File: config.mk
export PLATFORM = sky130hd
export DESIGN_NAME = seq_decoder
export DESIGN_NICKNAME = d
export VERILOG_FILES = /design/src/rtl/seq_decoder_pkg.sv /design/src/rtl/seq_decoder_onehot_decode.sv /design/src/rtl/seq_decoder.sv
export SDC_FILE = /design/constraint.sdc
export NUM_CORES = 1
export LEC_CHECK = 0
export ABC_AREA = 1
export BUFFER_PORTS_ARGS = -buffer_cell sky130_fd_sc_hd__buf_2
export CAP_MARGIN = 0
export CORE_AREA = 2 2 39 41
export CTS_BUF_LIST = sky130_fd_sc_hd__clkbuf_16
export DETAILED_ROUTE_END_ITERATION = 10
export DIE_AREA = 0 0 41 43
export PLACE_DENSITY = 0.5
export REMOVE_ABC_BUFFERS = 1
export SYNTH_ARGS = -nofsm -noshare
export SYNTH_HDL_FRONTEND = slang
export SYNTH_SLANG_ARGS = --single-unit
File: constraint.sdc
create_clock -name clk -period 2.1 [get_ports clk]
set_clock_uncertainty 0.2 [all_clocks]
set_input_delay 0.42 -clock clk [delete_from_list [all_inputs] [get_ports clk]]
set_output_delay 0.42 -clock clk [all_outputs]
set_load 0.01 [all_outputs]
File: src/rtl/seq_decoder_pkg.sv
// -----------------------------------------------------------------------------
// seq_decoder_pkg
// Shared types and reset constants for the seq_decoder block.
//   state_e       : two-state sequencer encoding (IDLE=0, SWEEP=1)
//   RST_*         : reset values for the select, sweep counter and status flags
// -----------------------------------------------------------------------------
package seq_decoder_pkg;

   typedef enum logic {
      IDLE  = 1'b0,
      SWEEP = 1'b1
   } state_e;

   localparam int   RST_OUT_VAL = 0;
   localparam int   RST_CNT_VAL = 0;
   localparam logic RST_FLAG    = 1'b0;

endpackage

File: src/rtl/seq_decoder_onehot_decode.sv
// -----------------------------------------------------------------------------
// onehot_decode
// Combinational binary-to-one-hot decoder with enable.
// Ports:
//   addr   [ADDR_WIDTH-1:0] in  : index of the bit to set
//   en                      in  : when low the output is all-zero
//   onehot [N_OUT-1:0]      out : one-hot (or zero) select
// -----------------------------------------------------------------------------
module onehot_decode #(
   parameter int ADDR_WIDTH = 2,
   localparam int N_OUT = 1 << ADDR_WIDTH
) (
   input  logic [ADDR_WIDTH-1:0] addr,
   input  logic                  en,
   output logic [N_OUT-1:0]      onehot
);

   always_comb begin
      onehot = '0;
      if (en) begin
         onehot[addr] = 1'b1;
      end
   end

endmodule

File: src/rtl/seq_decoder.sv
// -----------------------------------------------------------------------------
// seq_decoder
// Registered address decoder with a built-in sweep sequencer. In IDLE the
// select follows enable/address one cycle later; a sweep_start walks the
// select through every output, one per clock, then pulses sweep_done.
// Optional feature macro: SEQ_DECODER_STALL_EN (adds sweep_stall, which
// freezes a sweep in place while high).
// Ports:
//   clk          in  : system clock, rising edge
//   reset        in  : synchronous active-high reset
//   enable       in  : normal-mode decode enable
//   address      in  : normal-mode select address [ADDR_WIDTH-1:0]
//   sweep_start  in  : sweep request, sampled only in IDLE
//   sweep_stall  in  : sweep hold (only with SEQ_DECODER_STALL_EN)
//   out          out : registered one-hot / all-zero select [N_OUT-1:0]
//   sweep_busy   out : high while sweeping
//   sweep_done   out : one-cycle pulse after the last sweep step
// -----------------------------------------------------------------------------
module seq_decoder
   import seq_decoder_pkg::*;
#(
   parameter int ADDR_WIDTH = 2,
   localparam int N_OUT = 1 << ADDR_WIDTH
) (
   input  logic                  clk,
   input  logic                  reset,
   input  logic                  enable,
   input  logic [ADDR_WIDTH-1:0] address,
   input  logic                  sweep_start,
`ifdef SEQ_DECODER_STALL_EN
   input  logic                  sweep_stall,
`endif
   output logic [N_OUT-1:0]      out,
   output logic                  sweep_busy,
   output logic                  sweep_done
);

   state_e                state_q, state_d;
   logic [ADDR_WIDTH-1:0] cnt_q, cnt_d;
   logic [N_OUT-1:0]      out_q, out_d;
   logic                  busy_q, busy_d;
   logic                  done_q, done_d;

   logic                  stall;
   logic                  last_step;
   logic                  use_seq;
   logic [ADDR_WIDTH-1:0] dec_addr;
   logic                  dec_en;
   logic [N_OUT-1:0]      dec_out;

`ifdef SEQ_DECODER_STALL_EN
   assign stall = sweep_stall;
`else
   assign stall = 1'b0;
`endif

   // The counter runs one ahead of the select, so it has wrapped to zero
   // exactly when the select shows the top bit: that is the final step.
   assign last_step = (cnt_q == '0);

   // Sequencer drives the decoder while a sweep step is being produced
   // (including the start cycle, where the counter is still zero).
   assign use_seq  = ((state_q == SWEEP) && !last_step) ||
                     ((state_q == IDLE)  && sweep_start);
   assign dec_addr = use_seq ? cnt_q : address;
   assign dec_en   = use_seq ? 1'b1  : enable;

   onehot_decode #(
      .ADDR_WIDTH (ADDR_WIDTH)
   ) u_decode (
      .addr   (dec_addr),
      .en     (dec_en),
      .onehot (dec_out)
   );

   // State register
   always_ff @(posedge clk) begin
      if (reset) begin
         state_q <= IDLE;
         cnt_q   <= ADDR_WIDTH'(RST_CNT_VAL);
         out_q   <= N_OUT'(RST_OUT_VAL);
         busy_q  <= RST_FLAG;
         done_q  <= RST_FLAG;
      end else begin
         state_q <= state_d;
         cnt_q   <= cnt_d;
         out_q   <= out_d;
         busy_q  <= busy_d;
         done_q  <= done_d;
      end
   end

   // Next-state logic
   always_comb begin
      state_d = state_q;
      case (state_q)
         IDLE:    if (sweep_start) state_d = SWEEP;
         SWEEP:   if (last_step && !stall) state_d = IDLE;
         default: state_d = IDLE;
      endcase
   end

   // Output / datapath logic
   always_comb begin
      out_d  = dec_out;
      cnt_d  = use_seq ? cnt_q + ADDR_WIDTH'(1) : cnt_q;
      busy_d = (state_d == SWEEP);
      done_d = 1'b0;
      if ((state_q == SWEEP) && stall) begin
         out_d = out_q;
         cnt_d = cnt_q;
      end
      if ((state_q == SWEEP) && last_step && !stall) begin
         done_d = 1'b1;
      end
   end

   assign out        = out_q;
   assign sweep_busy = busy_q;
   assign sweep_done = done_q;

endmodule

==> results of run 1 <==
-- worst max-delay path: cells and delay by family, from the launching register on --
| family | cells | cell delay (ns) |
|---|---|---|
| buffers and inverters | 1 | 0.07 |
| and+or+nand+nor | 3 | 0.34 |
| DFF | 1 | 0.31 |
| AOI/OAI and AO/OA | 1 | 0.15 |
| adders and majority gates | 1 | 0.21 |
-- registers in the layout, summed over array words and instances, names as in the netlist --
register and count:
out 4, cnt_q 2, sweep_busy 1, sweep_done 1
-- power by group --
part | internal, W | leakage, nW | total, W | switching (W)
Clock | 0.000245 | 0.0370 | 0.000316 | 0.0000707
Combinational | 0.0000374 | 0.177 | 0.0000963 | 0.0000589
Sequential | 0.000170 | 0.0659 | 0.000177 | 0.00000666
Total | 0.000453 | 0.280 | 0.000589 | 0.000136
-- kinds of logic after synthesis --
family,synth area share (%)
and+or+nand+nor,37.4
buffers and inverters,8.30
adders and majority gates,3.46
AOI/OAI and AO/OA,6.57
DFF,44.3
-- path summary, 6_finish.rpt --
path | to | slack, ns | start | cells after the start
max | cnt_q[1]$_SDFFE_PP0P_ | 0.71 | cnt_q[0]$_SDFFE_PP0P_ | 6
min | cnt_q[0]$_SDFFE_PP0P_ | 0.18 | reset | 2
max reg2reg | cnt_q[1]$_SDFFE_PP0P_ | 0.71 | cnt_q[0]$_SDFFE_PP0P_ | 6
min reg2reg | cnt_q[0]$_SDFFE_PP0P_ | 0.26 | cnt_q[0]$_SDFFE_PP0P_ | 2
-- metrics by stage --
stage / cells / setup slack (ns)
2_1_floorplan: 48 / 0.783
3_3_place_gp: 75 / 0.677
3_5_place_dp: 75 / 0.694
4_1_cts: 78 / 0.702
5_1_grt: 78 / 0.533
6_report: 78 / 0.707
-- cell usage after synthesis --
| cell type | n |
|---|---|
| o21ai_1 | 1 |
| o21ai_2 | 1 |
| nand2_4 | 2 |
| ha_1 | 1 |
| inv_1 | 6 |
| dfxtp_1 | 8 |
| inv_2 | 2 |
| nand2_2 | 3 |
| nand3_1 | 4 |
| nor2_1 | 7 |
| a21oi_1 | 1 |
| nand2_1 | 10 |
| o21ai_0 | 1 |
| nand3_2 | 1 |
-- metal layers --
| metal | part of all wire (%) | wire length (um) |
|---|---|---|
| met4 | 3.9 | 24 |
| met5 | 0 | 0 |
| met3 | 6.4 | 39 |
| met1 | 43 | 261 |
| met2 | 47 | 284 |
-- final cells by class --
| class | count | area share, % |
|---|---|---|
| clock buffer | 3 | 14.7 |
| multi-input combinational | 32 | 33.5 |
| tap | 16 | 3.91 |
| inverter | 8 | 5.87 |
| sequential | 8 | 31.3 |
| timing repair buffer | 11 | 10.8 |
==> results.py, run 1 <==
metrics = {
    "placed_design": {
        "placed_area_um2": 437,
        "hpwl_um": 508,
        "portBuffers": 11,
        "gp_congestion": 0.750,
    },
    "route": {
        "routedWlPerCell_um": 7.81,
        "dr_total_vias": 312,
        "drtIter0Drc": 0,
        "drt_wl_total_um": 609,
        "avgViaCountPerCell": 4.00,
        "drt_pass1_iterations": 1,
        "drc": 0,
        "ant_nets": 0,
    },
    "critical_path": {
        "critPathSlowestCell": "dfxtp_1",
        "arrival_ns": 1.31,
        "required_ns": 2.02,
        "cpPeakStageDelay_ns": 0.31,
        "critical_path_peak_fanout": 5,
        "crit_path_start_kind": "flip-flop",
        "critical_path_class": "reg -> reg",
        "crit_path_cell_trace": "inv_1, ha_1, nand2_1, nand2_2, o21ai_0, nor2_1",
        "cp-end-kind": "flip-flop",
    },
    "clock_network": {
        "max-clock-path-buffers": 2,
        "cts-root-buf": "clkbuf_16",
        "cts_buffers": 3,
        "postCtsSetupRepairBufs": 0,
        "insertion_delay_ns": 0.23,
        "post_cts_resized": 0,
        "clock_sinks": 8,
        "clkTransAtPathRegs_ns": 0.04,
        "hold_buffers": 0,
        "cts_tree": "done",
        "cts.htree.levels": 1,
    },
    "final_layout": {
        "fillCellCount": 145,
        "drive_above_1_share_pct": 37.1,
        "multi_input_area_um2": 171,
        "fin_area_um2": 512,
        "final_util_pct": 37.0,
        "nets": 71,
        "antenna_cells": 0,
        "ff_latch_area_um2": 160,
        "final_cell_mix": "buf_2, nand2_1, dfxtp_1",
        "layout_commonest_cell": "buf_2",
        "flow.area_growth_from_synthesis_pct": 41.5,
    },
    "sta": {
        "slew_headroom_pct": 87.0,
        "maxSlewViolCount": 0,
        "final.min_clock_period_ns": 1.39,
        "rsz0062_at_grt": "false",
        "finalHoldViolCount": 0,
        "finalSetupViolCount": 0,
        "finalCritPeriodShare_pct": 66.3,
        "fmax_ghz": 0.718,
        "fin_setup_tns_ns": 0,
        "tightest_slew_ns": 0.194,
        "hold_slack_ns": 0.175,
    },
    "die": {
        "die_area_mm2": 0.00176,
        "start_util_pct": 26.1,
        "die_w_um": 41,
        "pin_count": 12,
        "rows": 14,
        "core_area_mm2": 0.00138,
        "die_h_um": 43,
    },
    "synthesis": {
        "ys_warn_count": 0,
        "synth.avg_cell_area_um2": 7.53,
        "yosys.area.top_type": "dfxtp_1",
        "yosysUniqueCellTypes": 14,
        "netlist_top_cells_area": "dfxtp_1, nand2_1, nor2_1",
        "yosysSeqAreaShare_pct": 44.3,
        "netlist_instances": 48,
        "synth_seq_cells": 8,
        "netlist_area_um2": 362,
        "yosys.area.top_type_share_pct": 44.3,
    },
    "pwr": {
        "power_density_mw_per_mm2": 1150,
        "power_w": 0.000589,
        "p_leak_nw": 0.280,
        "ir_drop_v": 0.000606,
    },
    "global_routing": {
        "antenna_found_initial": 0,
        "grt_pass1_wl_um": 1040,
        "grt_start_max_net_pins": 6,
        "grt_util_all_layers_pct": 9.44,
        "grt_use_met1_pct": 11.6,
        "grt_pass1_vias": 263,
        "globalRouteOverflowTotal": 0,
        "grt_use_met2_pct": 11.3,
        "busiest_layer": "met1",
        "grtUsageMet3_pct": 5.24,
    },
    "min_path": {
        "holdCritPathClass": "in -> reg",
    },
    "status": {
        "outcome": "finished, final reports clean",
    },
    "job": {
        "drv_cap": 0,
    },
}
No activity file was read; power rests on OpenSTA's default activity.
==> run 2, diff against run 1 <==
- PLACE_DENSITY: 0.5 -> 0.52
- clock period: 2.1 -> 1.1 ns (I/O delays scaled with it)
==> results.py, run 2 (synthesis gave the netlist of run 1 again) <==
metrics = {
    "global_routing": {
        "grt_pass1_vias": 377,
        "grt_pass1_wl_um": 1490,
        "grt_util_all_layers_pct": 13.5,
        "antenna_found_initial": 0,
        "grt_start_max_net_pins": 6,
        "globalRouteOverflowTotal": 0,
    },
    "die": {
        "die_area_mm2": 0.00176,
        "rows": 14,
        "start_util_pct": 26.1,
        "core_area_mm2": 0.00138,
        "die_h_um": 43,
        "pin_count": 12,
        "die_w_um": 41,
    },
    "placed_design": {
        "place_ws_ns": -0.278,
        "portBuffers": 11,
        "hpwl_um": 579,
        "gp_congestion": 0.753,
    },
    "critical_path": {
        "required_ns": 1.02,
        "critical_path_class": "reg -> reg",
        "arrival_ns": 1.22,
        "critical_path_peak_fanout": 3,
        "crit_path_start_kind": "flip-flop",
        "cp-end-kind": "flip-flop",
    },
    "clock_network": {
        "max-clock-path-buffers": 2,
        "cts_tree": "done",
        "insertion_delay_ns": 0.23,
        "cts.htree.levels": 1,
        "clkTransAtPathRegs_ns": 0.04,
        "clock_sinks": 8,
        "cts-root-buf": "clkbuf_16",
        "cts_buffers": 3,
    },
    "sta": {
        "finalSetupViolCount": 8,
        "fin_setup_tns_ns": -1.02,
        "finalCritPeriodShare_pct": 119,
        "slew_headroom_pct": 88.4,
        "hold_slack_ns": 0.0841,
        "fmax_ghz": 0.767,
        "maxSlewViolCount": 0,
        "final.min_clock_period_ns": 1.30,
        "finalHoldViolCount": 0,
        "fin_ws_ns": -0.204,
        "rsz0062_at_grt": "true",
        "tightest_slew_ns": 0.173,
    },
    "min_path": {
        "holdCritPathClass": "in -> reg",
    },
    "pwr": {
        "power_density_mw_per_mm2": 1870,
        "seqPwrFrac_pct": 25.6,
        "p_switching_w": 0.000357,
        "ir_drop_v": 0.00104,
        "p_leak_nw": 0.354,
        "swShare_pct": 26.5,
        "p_comb_share_pct": 29.5,
        "clkPwrFrac_pct": 44.8,
        "p_int_w": 0.000988,
    },
    "route": {
        "drtIter0Drc": 6,
        "routedWlPerCell_um": 10.6,
        "drt_wl_total_um": 932,
        "dr_total_vias": 375,
        "ant_nets": 0,
        "drt_pass1_iterations": 2,
        "avgViaCountPerCell": 4.26,
        "drc": 0,
    },
    "final_layout": {
        "layout_commonest_cell": "buf_2",
        "nets": 81,
        "fillCellCount": 129,
        "drive_above_1_share_pct": 73.6,
        "antenna_cells": 0,
        "final_cell_mix": "buf_2, inv_2, nand2_4, nand2_2, buf_4",
        "largest_register_ffs": 4,
        "flow.area_growth_from_synthesis_pct": 99.3,
        "final_util_pct": 52.1,
    },
    "job": {
        "drv_cap": 0,
    },
    "status": {
        "outcome": "finished with violations",
        "violations": "negative setup slack",
    },
}
run 2: changes by cell type in the layout (fill, tap and decap cells not counted), moves of 3 or more:
| cell | change |
|---|---|
| nand2_4 | +3 |
| nor2_1 | -4 |
| inv_2 | +3 |
| buf_4 | +5 |
| inv_1 | -4 |
| buf_6 | +4 |
| dfxtp_1 | -4 |
| nand2_1 | -6 |
| dfxtp_2 | +3 |
run 2: power groups by stage:
stage               Clock (W)  Combinational, W  Sequential, W
floorplan                   0          0.000120       0.000355
global placement            0          0.000230       0.000342
finish               0.000603          0.000397       0.000345
CTS                  0.000619          0.000319       0.000346
global route         0.000641          0.000438       0.000349
detailed placement          0          0.000231       0.000342
run 2: routing by layer:
metal / GRT usage [%] / share of wire, % / wire, um
met1: 12.5 / 36 / 334
met2: 21.6 / 57 / 534
met3: 9.42 / 6.0 / 56
met4: 6.00 / 0.75 / 7
met5: 0 / 0 / 0
run 2: timing repair:
action,4_1_cts,5_1_grt
hold buffers,1,0
cloned,0,0
pin swaps,6,6
hold endpoints to repair,2,0
setup endpoints to repair,9,10
gates resized for setup,26,12
setup buffers,2,3
run 2: final timing paths:
| path | from | cells past startpoint | to | slack (ns) |
|---|---|---|---|---|
| worst max-delay path | cnt_q[0]$_SDFFE_PP0P_ | 8 | cnt_q[1]$_SDFFE_PP0P_ | -0.20 |
| worst min-delay path | address[0] | 3 | out[1]$_SDFF_PP0_ | 0.08 |
| worst max register to register | cnt_q[0]$_SDFFE_PP0P_ | 8 | cnt_q[1]$_SDFFE_PP0P_ | -0.20 |
| worst min register to register | cnt_q[0]$_SDFFE_PP0P_ | 3 | cnt_q[0]$_SDFFE_PP0P_ | 0.40 |
run 2: metrics by stage:
step,instances,cell area (um^2),power [W]
detailed placement,81,482,0.000573
global placement,81,482,0.000572
global route,88,721,0.00143
finish,88,721,0.00134
floorplan,48,362,0.000476
CTS,86,652,0.00128
run 2: final cells by class:
| type | instances | area (um^2) | share of cell area, % |
|---|---|---|---|
| Clock buffer | 3 | 75.1 | 10.4 |
| Inverter | 8 | 32.5 | 4.51 |
| Multi-Input combinational cell | 32 | 263 | 36.5 |
| Sequential cell | 8 | 168 | 23.3 |
| Tap cell | 16 | 20.0 | 2.78 |
| Timing Repair Buffer | 21 | 163 | 22.6 |
run 2: worst max-delay path, stage by stage, from the launching register on:
cell	delay, ns
dfxtp_2	0.31
inv_2	0.07
ha_4	0.19
inv_4	0.04
nand2_4	0.07
nand2_4	0.07
buf_6	0.12
nor2_4	0.08
nor2_2	0.04
